**config.mk**
```make
export PLATFORM = sky130hd
export DESIGN_NAME = div_request_sequencer
export DESIGN_NICKNAME = d
export VERILOG_FILES = /design/src/rtl/div_request_sequencer.sv
export SDC_FILE = /design/constraint.sdc
export NUM_CORES = 1
export LEC_CHECK = 0
export CAP_MARGIN = 20
export CELL_PAD_IN_SITES_DETAIL_PLACEMENT = 0
export CELL_PAD_IN_SITES_GLOBAL_PLACEMENT = 1
export CORE_ASPECT_RATIO = 0.6
export CORE_MARGIN = 2
export CORE_UTILIZATION = 48
export DETAILED_ROUTE_END_ITERATION = 10
export PLACE_DENSITY_LB_ADDON = 0.1
export SYNTH_ARGS = -nofsm -noshare
export SYNTH_HDL_FRONTEND = slang
export SYNTH_SLANG_ARGS = --single-unit
```
**constraint.sdc**
```tcl
create_clock -name clk -period 9.2 [get_ports clk]
set_input_delay 1.84 -clock clk [delete_from_list [all_inputs] [get_ports clk]]
set_output_delay 1.84 -clock clk [all_outputs]
set_load 0.1 [all_outputs]
```
**src/rtl/div_request_sequencer.sv**
```systemverilog
`default_nettype none
// ============================================================================
// Module      : div_request_sequencer
// Description : Issues tagged divide jobs to the fixed-point divider, matches
//               each finish pulse to its job tag, and returns buffered results
//               over a valid/ready handshake. Outstanding work is bounded by
//               credits so that no divider result is ever lost.
// Revision    : 1.0 - initial release
// ============================================================================
module div_request_sequencer #(
  parameter int WIDTH = 21,
  parameter int TAG_W = 4,
  parameter int DEPTH = 8
) (
  input  logic                     clk,
  input  logic                     rst_n,
  input  logic                     req_valid,
  output logic                     req_ready,
  input  logic [WIDTH-1:0]         req_dividend,
  input  logic [WIDTH-1:0]         req_divisor,
  input  logic [TAG_W-1:0]         req_tag,
  output logic                     div_open,
  output logic [WIDTH-1:0]         div_dividend,
  output logic [WIDTH-1:0]         div_divisor,
  input  logic                     div_finish,
  input  logic [WIDTH-1:0]         div_quotient,
  output logic                     res_valid,
  input  logic                     res_ready,
  output logic [WIDTH-1:0]         res_quotient,
  output logic [TAG_W-1:0]         res_tag,
  output logic                     res_dz,
  output logic [$clog2(DEPTH):0]   credits_used,
  output logic                     err
);

  localparam int AW = $clog2(DEPTH);
  localparam int CW = AW + 1;
  // Tag FIFO entry: {tag, dz, dividend sign}
  localparam int TW = TAG_W + 2;
  // Result FIFO entry: {quotient, tag, dz}
  localparam int RW = WIDTH + TAG_W + 1;
  localparam logic [CW-1:0] C_DEPTH = CW'(DEPTH);
  localparam logic [CW-1:0] C_ONE   = CW'(1);
  localparam logic [AW:0]   C_PTR1  = (AW+1)'(1);

  logic [TW-1:0]  tag_mem [DEPTH];
  logic [RW-1:0]  res_mem [DEPTH];
  logic [AW:0]    r_tag_wr, r_tag_rd;
  logic [AW:0]    r_res_wr, r_res_rd;
  logic [CW-1:0]  r_credits;
  logic           r_open;
  logic [WIDTH-1:0] r_dividend, r_divisor;
  logic           r_err;

  logic           w_accept;
  logic           w_tag_empty;
  logic           w_res_empty;
  logic           w_fin_ok;
  logic           w_pop;
  logic [TW-1:0]  w_tag_head;
  logic [RW-1:0]  w_res_head;
  logic [WIDTH-1:0] w_sat_q;
  logic [WIDTH-1:0] w_res_q;

  // Handshake and FIFO status decode
  assign req_ready   = (r_credits < C_DEPTH);
  assign w_accept    = req_valid & req_ready;
  assign w_tag_empty = (r_tag_wr == r_tag_rd);
  assign w_res_empty = (r_res_wr == r_res_rd);
  // A finish with nothing outstanding has no tag to pair with and is dropped
  assign w_fin_ok    = div_finish & ~w_tag_empty;
  assign res_valid   = ~w_res_empty;
  assign w_pop       = res_valid & res_ready;

  assign w_tag_head  = tag_mem[r_tag_rd[AW-1:0]];
  assign w_res_head  = res_mem[r_res_rd[AW-1:0]];

  // Zero-divisor jobs return a quotient saturated toward the dividend's sign
  assign w_sat_q = w_tag_head[0] ? {1'b1, {(WIDTH-1){1'b0}}}
                                 : {1'b0, {(WIDTH-1){1'b1}}};
  assign w_res_q = w_tag_head[1] ? w_sat_q : div_quotient;

  // Result outputs read as zero while the buffer is empty
  assign res_quotient = w_res_empty ? '0 : w_res_head[RW-1 -: WIDTH];
  assign res_tag      = w_res_empty ? '0 : w_res_head[TAG_W:1];
  assign res_dz       = w_res_empty ? 1'b0 : w_res_head[0];

  assign div_open     = r_open;
  assign div_dividend = r_dividend;
  assign div_divisor  = r_divisor;
  assign credits_used = r_credits;
  assign err          = r_err;

  // Tag FIFO storage: written at accept so a finish can pair with it next cycle
  always_ff @(posedge clk) begin
    if (w_accept)
      tag_mem[r_tag_wr[AW-1:0]] <= {req_tag, (req_divisor == '0), req_dividend[WIDTH-1]};
  end

  // Result FIFO storage: written when a finish pairs with a tag
  always_ff @(posedge clk) begin
    if (w_fin_ok)
      res_mem[r_res_wr[AW-1:0]] <= {w_res_q, w_tag_head[TW-1:2], w_tag_head[1]};
  end

  // Divider issue strobe and operand registers
  always_ff @(posedge clk or negedge rst_n) begin
    if (!rst_n) begin
      r_open     <= 1'b0;
      r_dividend <= '0;
      r_divisor  <= '0;
    end else begin
      r_open <= w_accept;
      if (w_accept) begin
        r_dividend <= req_dividend;
        r_divisor  <= req_divisor;
      end
    end
  end

  // FIFO pointers; the extra MSB separates full from empty
  always_ff @(posedge clk or negedge rst_n) begin
    if (!rst_n) begin
      r_tag_wr <= '0;
      r_tag_rd <= '0;
      r_res_wr <= '0;
      r_res_rd <= '0;
    end else begin
      if (w_accept) r_tag_wr <= r_tag_wr + C_PTR1;
      if (w_fin_ok) begin
        r_tag_rd <= r_tag_rd + C_PTR1;
        r_res_wr <= r_res_wr + C_PTR1;
      end
      if (w_pop) r_res_rd <= r_res_rd + C_PTR1;
    end
  end

  // Credits count jobs in flight plus buffered results
  always_ff @(posedge clk or negedge rst_n) begin
    if (!rst_n) begin
      r_credits <= '0;
    end else begin
      case ({w_accept, w_pop})
        2'b10:   r_credits <= r_credits + C_ONE;
        2'b01:   r_credits <= r_credits - C_ONE;
        default: r_credits <= r_credits;
      endcase
    end
  end

  // Sticky error for an unmatched divider finish
  always_ff @(posedge clk or negedge rst_n) begin
    if (!rst_n)
      r_err <= 1'b0;
    else if (div_finish && w_tag_empty)
      r_err <= 1'b1;
  end

endmodule
`default_nettype wire
```
# --- Word level (Yosys, flattened, before mapping) ---
# Memories as Yosys holds them, arrays and structs flattened.
# Cells that the tools add are included.
word_totals:
  mem_count: 2
  output_inout_bits: 76
  register_bits: 64
  mem_bits_rw: 256
mem_list:
  columns: ["name", "words", "word_bits", "rd", "rd_clocked_by_memory_dff", "write_ports", "line_no", "source"]
  rows:
  - ["res_mem", 8, 26, 1, 0, 1, "47", "logic [RW-1:0] res_mem [DEPTH];"]
  - ["tag_mem", 8, 6, 1, 0, 1, "46", "logic [TW-1:0] tag_mem [DEPTH];"]
op_classes:
  n_reduce_logical: 3
  addsub: 6
  order_cmp: 1
  mux: 10
  n_eq_ne: 4
  n_bitwise: 5
ops:
  columns: ["operator", "count"]
  rows:
  - ["two-way mux 21 bit", 3]
  - ["zero test 21 bit", 1]
  - ["adder 4 x 1 -> 4 bit, second input constant", 5]
  - ["equality test 4 bit", 2]
  - ["case mux 4 bit (2 select lines)", 1]
  - ["two-way mux 1 bit", 5]
  - ["less-than comparator 4 bit, second input constant", 1]
  - ["two-way mux 4 bit", 1]
  - ["subtractor 4 x 1 -> 4 bit, second input constant", 1]
  - ["AND 1 bit", 3]
  - ["equality test 2 x 1 -> 1 bit, second input constant", 1]
  - ["equality test 2 bit, second input constant", 1]
  - ["inverter 1 bit", 2]
  - ["nonzero test 2 bit", 1]
  - ["logical AND 1 bit", 1]

# --- Logic depth before layout (Yosys ltp) ---
logic_depth:
  ltp_word: 5
  ltp_mapped: 11

# --- Least setup slack after synthesis ---
# OpenSTA, ideal clock, no wires.
synth_path:
  kind: "input port to flip-flop"
  start: "input div_finish"
  end: "memory res_mem[1][0] in the netlist's numbering (enable)"
  arrival_time_ps: 4871
  slack_ps: 3844
  path_stages: 3
  path_buffers: 1
  cell_sequence: "o41ai_2 buf_2 nor4b_1"
synth_between:
  elab_chain_cells: 3
synth_rtl:
  columns: ["element", "line_no", "source"]
  rows:
  - ["start: declaration", "25", "input logic div_finish,"]
  - ["AND 1 bit", "71", "assign w_fin_ok = div_finish & ~w_tag_empty;"]
  - ["two-way mux 1 bit", "102", "if (w_fin_ok)"]
  - ["two-way mux 1 bit (implied by the code)", "103", "res_mem[r_res_wr[AW-1:0]] <= {w_res_q, w_tag_head[TW-1:2], w_tag_head[1]};"]
  - ["end: declaration", "47", null]
# No other way between the ends.

# --- Final worst setup path ---
layout_path:
  start: "register r_res_rd[1]"
  end: "output res_quotient[14]"
layout_between:
  elab_chain_cells: 2
layout_rtl:
  columns: ["element", "line_no", "source"]
  rows:
  - ["start: declaration", "49", "logic [AW:0] r_res_wr, r_res_rd;"]
  - ["start signal: assignment", "134", "if (w_pop) r_res_rd <= r_res_rd + C_PTR1;"]
  - ["memory (8 x 26 bit) / equality test 4 bit (equally long branches)", null, null]
  - ["two-way mux 21 bit *", "84", "assign res_quotient = w_res_empty ? '0 : w_res_head[RW-1 -: WIDTH];"]
  - ["end: declaration", "29", "output logic [WIDTH-1:0] res_quotient,"]
# Every way passes the cells marked *; elsewhere a longest branch is shown, timed or not.

==> results.toml <==
[grt]
grt_start_max_net_pins = 65
grt_overflow_total = 0
grtUsageTotal_pct = 20.0
antenna_found_initial = 0
grt_pass1_wl_um = 41000
grt_pass1_vias = 6972

[drt]
drcViolationCount = 0
drt-initial-drc-count = 542
ant_nets = 0
routed_via_density = 5.32
firstDrtPassIters = 5
vias = 6844
routedWlPerCell_um = 21.1
wirelength_um = 27200

[flow_run]
maxCapViolations = 0

[placement]
gp_congestion = 0.744
dpl.hpwl_um = 16200
io_buffers = 147

[synthesis]
ys_seq_area_share_pct = 73.3
syn_area_per_cell_sq_um = 16.9
yosys.cell_types.count = 35
synthFlopType = "edfxtp_1"
synth_cells = 750
synthArstFlopShare_pct = 20.0
ys_ff_latch = 320
netlist_area_sq_um = 12700
synth-edff-count = 256
synth_warnings = 0
syn_nets = 829

[timing]
max-slew-margin-rel_pct = 28.4
skew_ns = 0.0108
setup_viol = 0
final.setup.tns_ns = 0
drv_slew = 0
min_period_ns = 5.55
rsz0062_at_grt = "no"
clock.fmax_ghz = 0.180
worst_slew_pin_slew_ns = 1.07
hold_viol_final = 0
period_share_pct = 60.3

[setup_path]
critPathLaunch = "r_res_rd[1]"
reg2reg_slack_ns = 5.69
r2r-end = "credits_used[2]"
r2r_cells = 12
arrival_ns = 3.71
critical_path.endpoint_type = "output pin"
start_kind = "register"
critPathCapture = "res_quotient[14]"
critical_path.max_fanout = 45
crit_type = "reg -> out"
timing.rr.start = "r_res_rd[1]"
worstPathRequired_ns = 7.36

[status]
status = "complete, no violations"

[die]
die_h_um = 130
die_w_um = 214
ios = 148
initial_utilization_pct = 48.4
core_area_sq_um = 26200
fp.dieArea_sq_um = 27800
num_rows = 46

[clocking]
clkLatencyLatePin_ns = 0.56
cts_sinks = 320
clockRootBuffer = "clkbuf_16"
cts_buffers = 30
holdBufCountCts = 0
cts.clk_slew.worst_paths_ns = 0.07
cts_setup_buffers = 0
htreeDepth = 1
tritoncts = "done"
ctsResizeCount = 0
cts_buffer_depth = 3

[cells_and_area]
final_cell_mix = "256 x edfxtp_1, 146 x clkdlybuf4s50_1, 136 x nand2_1"
area_growth_pct = 22.6
fillers = 1935
layout.nets = 985
n_antenna_cell = 0
drive_gt1_share_pct = 15.7
final_common_cell = "edfxtp_1"

[min_path]
worstHoldPathType = "reg -> reg"
## cell usage after synthesis (2+ instances only)
master | count | area share, %
mux2_2 | 8 | 0.71
clkbuf_1 | 19 | 0.56
nand2b_1 | 2 | 0.099
xnor2_1 | 6 | 0.41
mux4_2 | 64 | 11
nor4b_1 | 2 | 0.14
mux2_1 | 3 | 0.27
buf_1 | 4 | 0.12
nand4_1 | 2 | 0.099
dfrtp_1 | 64 | 13
nand2_1 | 136 | 4.0
nor3b_1 | 2 | 0.12
nor3_1 | 8 | 0.32
edfxtp_1 | 256 | 61
xor2_1 | 19 | 1.3
nor2_1 | 76 | 2.2
inv_1 | 6 | 0.18
mux2i_1 | 26 | 2.1
nor4_1 | 8 | 0.39
buf_6 | 2 | 0.18
buf_2 | 17 | 0.67
ha_1 | 7 | 0.69
## critical path: stages, from the launching register on
cell and delay, ns:
dfrtp_2 0.55, buf_4 0.61, xor2_1 0.17, nor4_2 0.30
buf_4 0.40, nor2_1 0.11, clkdlybuf4s50_1 0.98
## worst min-delay path by stage
stage / to / slack, ns / cells after the start / start
detailed placement: err / 0.45 / 1 / err
floorplan: r_res_wr[3] / 0.46 / 1 / r_res_wr[3]
finish: err / 0.46 / 1 / err
global placement: err / 0.45 / 1 / err
CTS: err / 0.46 / 1 / err
global route: r_res_rd[3] / 0.50 / 1 / r_res_rd[3]
## metrics by stage
step,utilization (%),hold WS (ns),worst slack [ns],area (sq um),instances
floorplan,-,0.460,3.84,12700,750
global placement,55.7,0.448,4.13,14600,1230
detailed placement,55.7,0.447,4.15,14600,1231
CTS,59.2,0.464,3.54,15500,1284
global route,59.4,0.498,3.41,15500,1287
finish,59.4,0.455,3.65,15500,1287
## sequential cells by signal (all words and copies together), names as in the netlist
name / flops
r_tag_wr: 4
r_res_rd: 4
r_res_wr: 4
res_mem: 208
div_dividend: 21
div_open: 1
credits_used: 4
r_tag_rd: 4
tag_mem: 48
div_divisor: 21
err: 1
## metal layers
layer  global-route usage, %  share of wire [%]
met5                       0                  0
met4                    4.21                1.4
met3                    4.38                6.3
met2                    31.5                 46
met1                    29.0                 46
## cell type report
class / count / area, sq um / area share (%)
Clock buffer: 43 / 851 / 5.47
Clock inverter: 10 / 75.1 / 0.483
Inverter: 6 / 22.5 / 0.145
Multi-Input combinational cell: 382 / 3230 / 20.8
Sequential cell: 320 / 9290 / 59.8
Tap cell: 360 / 450 / 2.90
Timing Repair Buffer: 166 / 1620 / 10.4
## kinds of logic after synthesis
| family | after synthesis | share of synthesized area (%) |
|---|---|---|
| simple gates | 243 | 7.83 |
| compound gates | 6 | 0.395 |
| mux | 101 | 14.4 |
| xor+xnor | 25 | 1.73 |
| flops | 320 | 73.3 |
| buf+inv | 48 | 1.71 |
| fa+ha+maj | 7 | 0.691 |
Power is left out: the tool's default activity adds up to more than one toggle a clock period on the data nets, which glitch-free logic cannot reach.
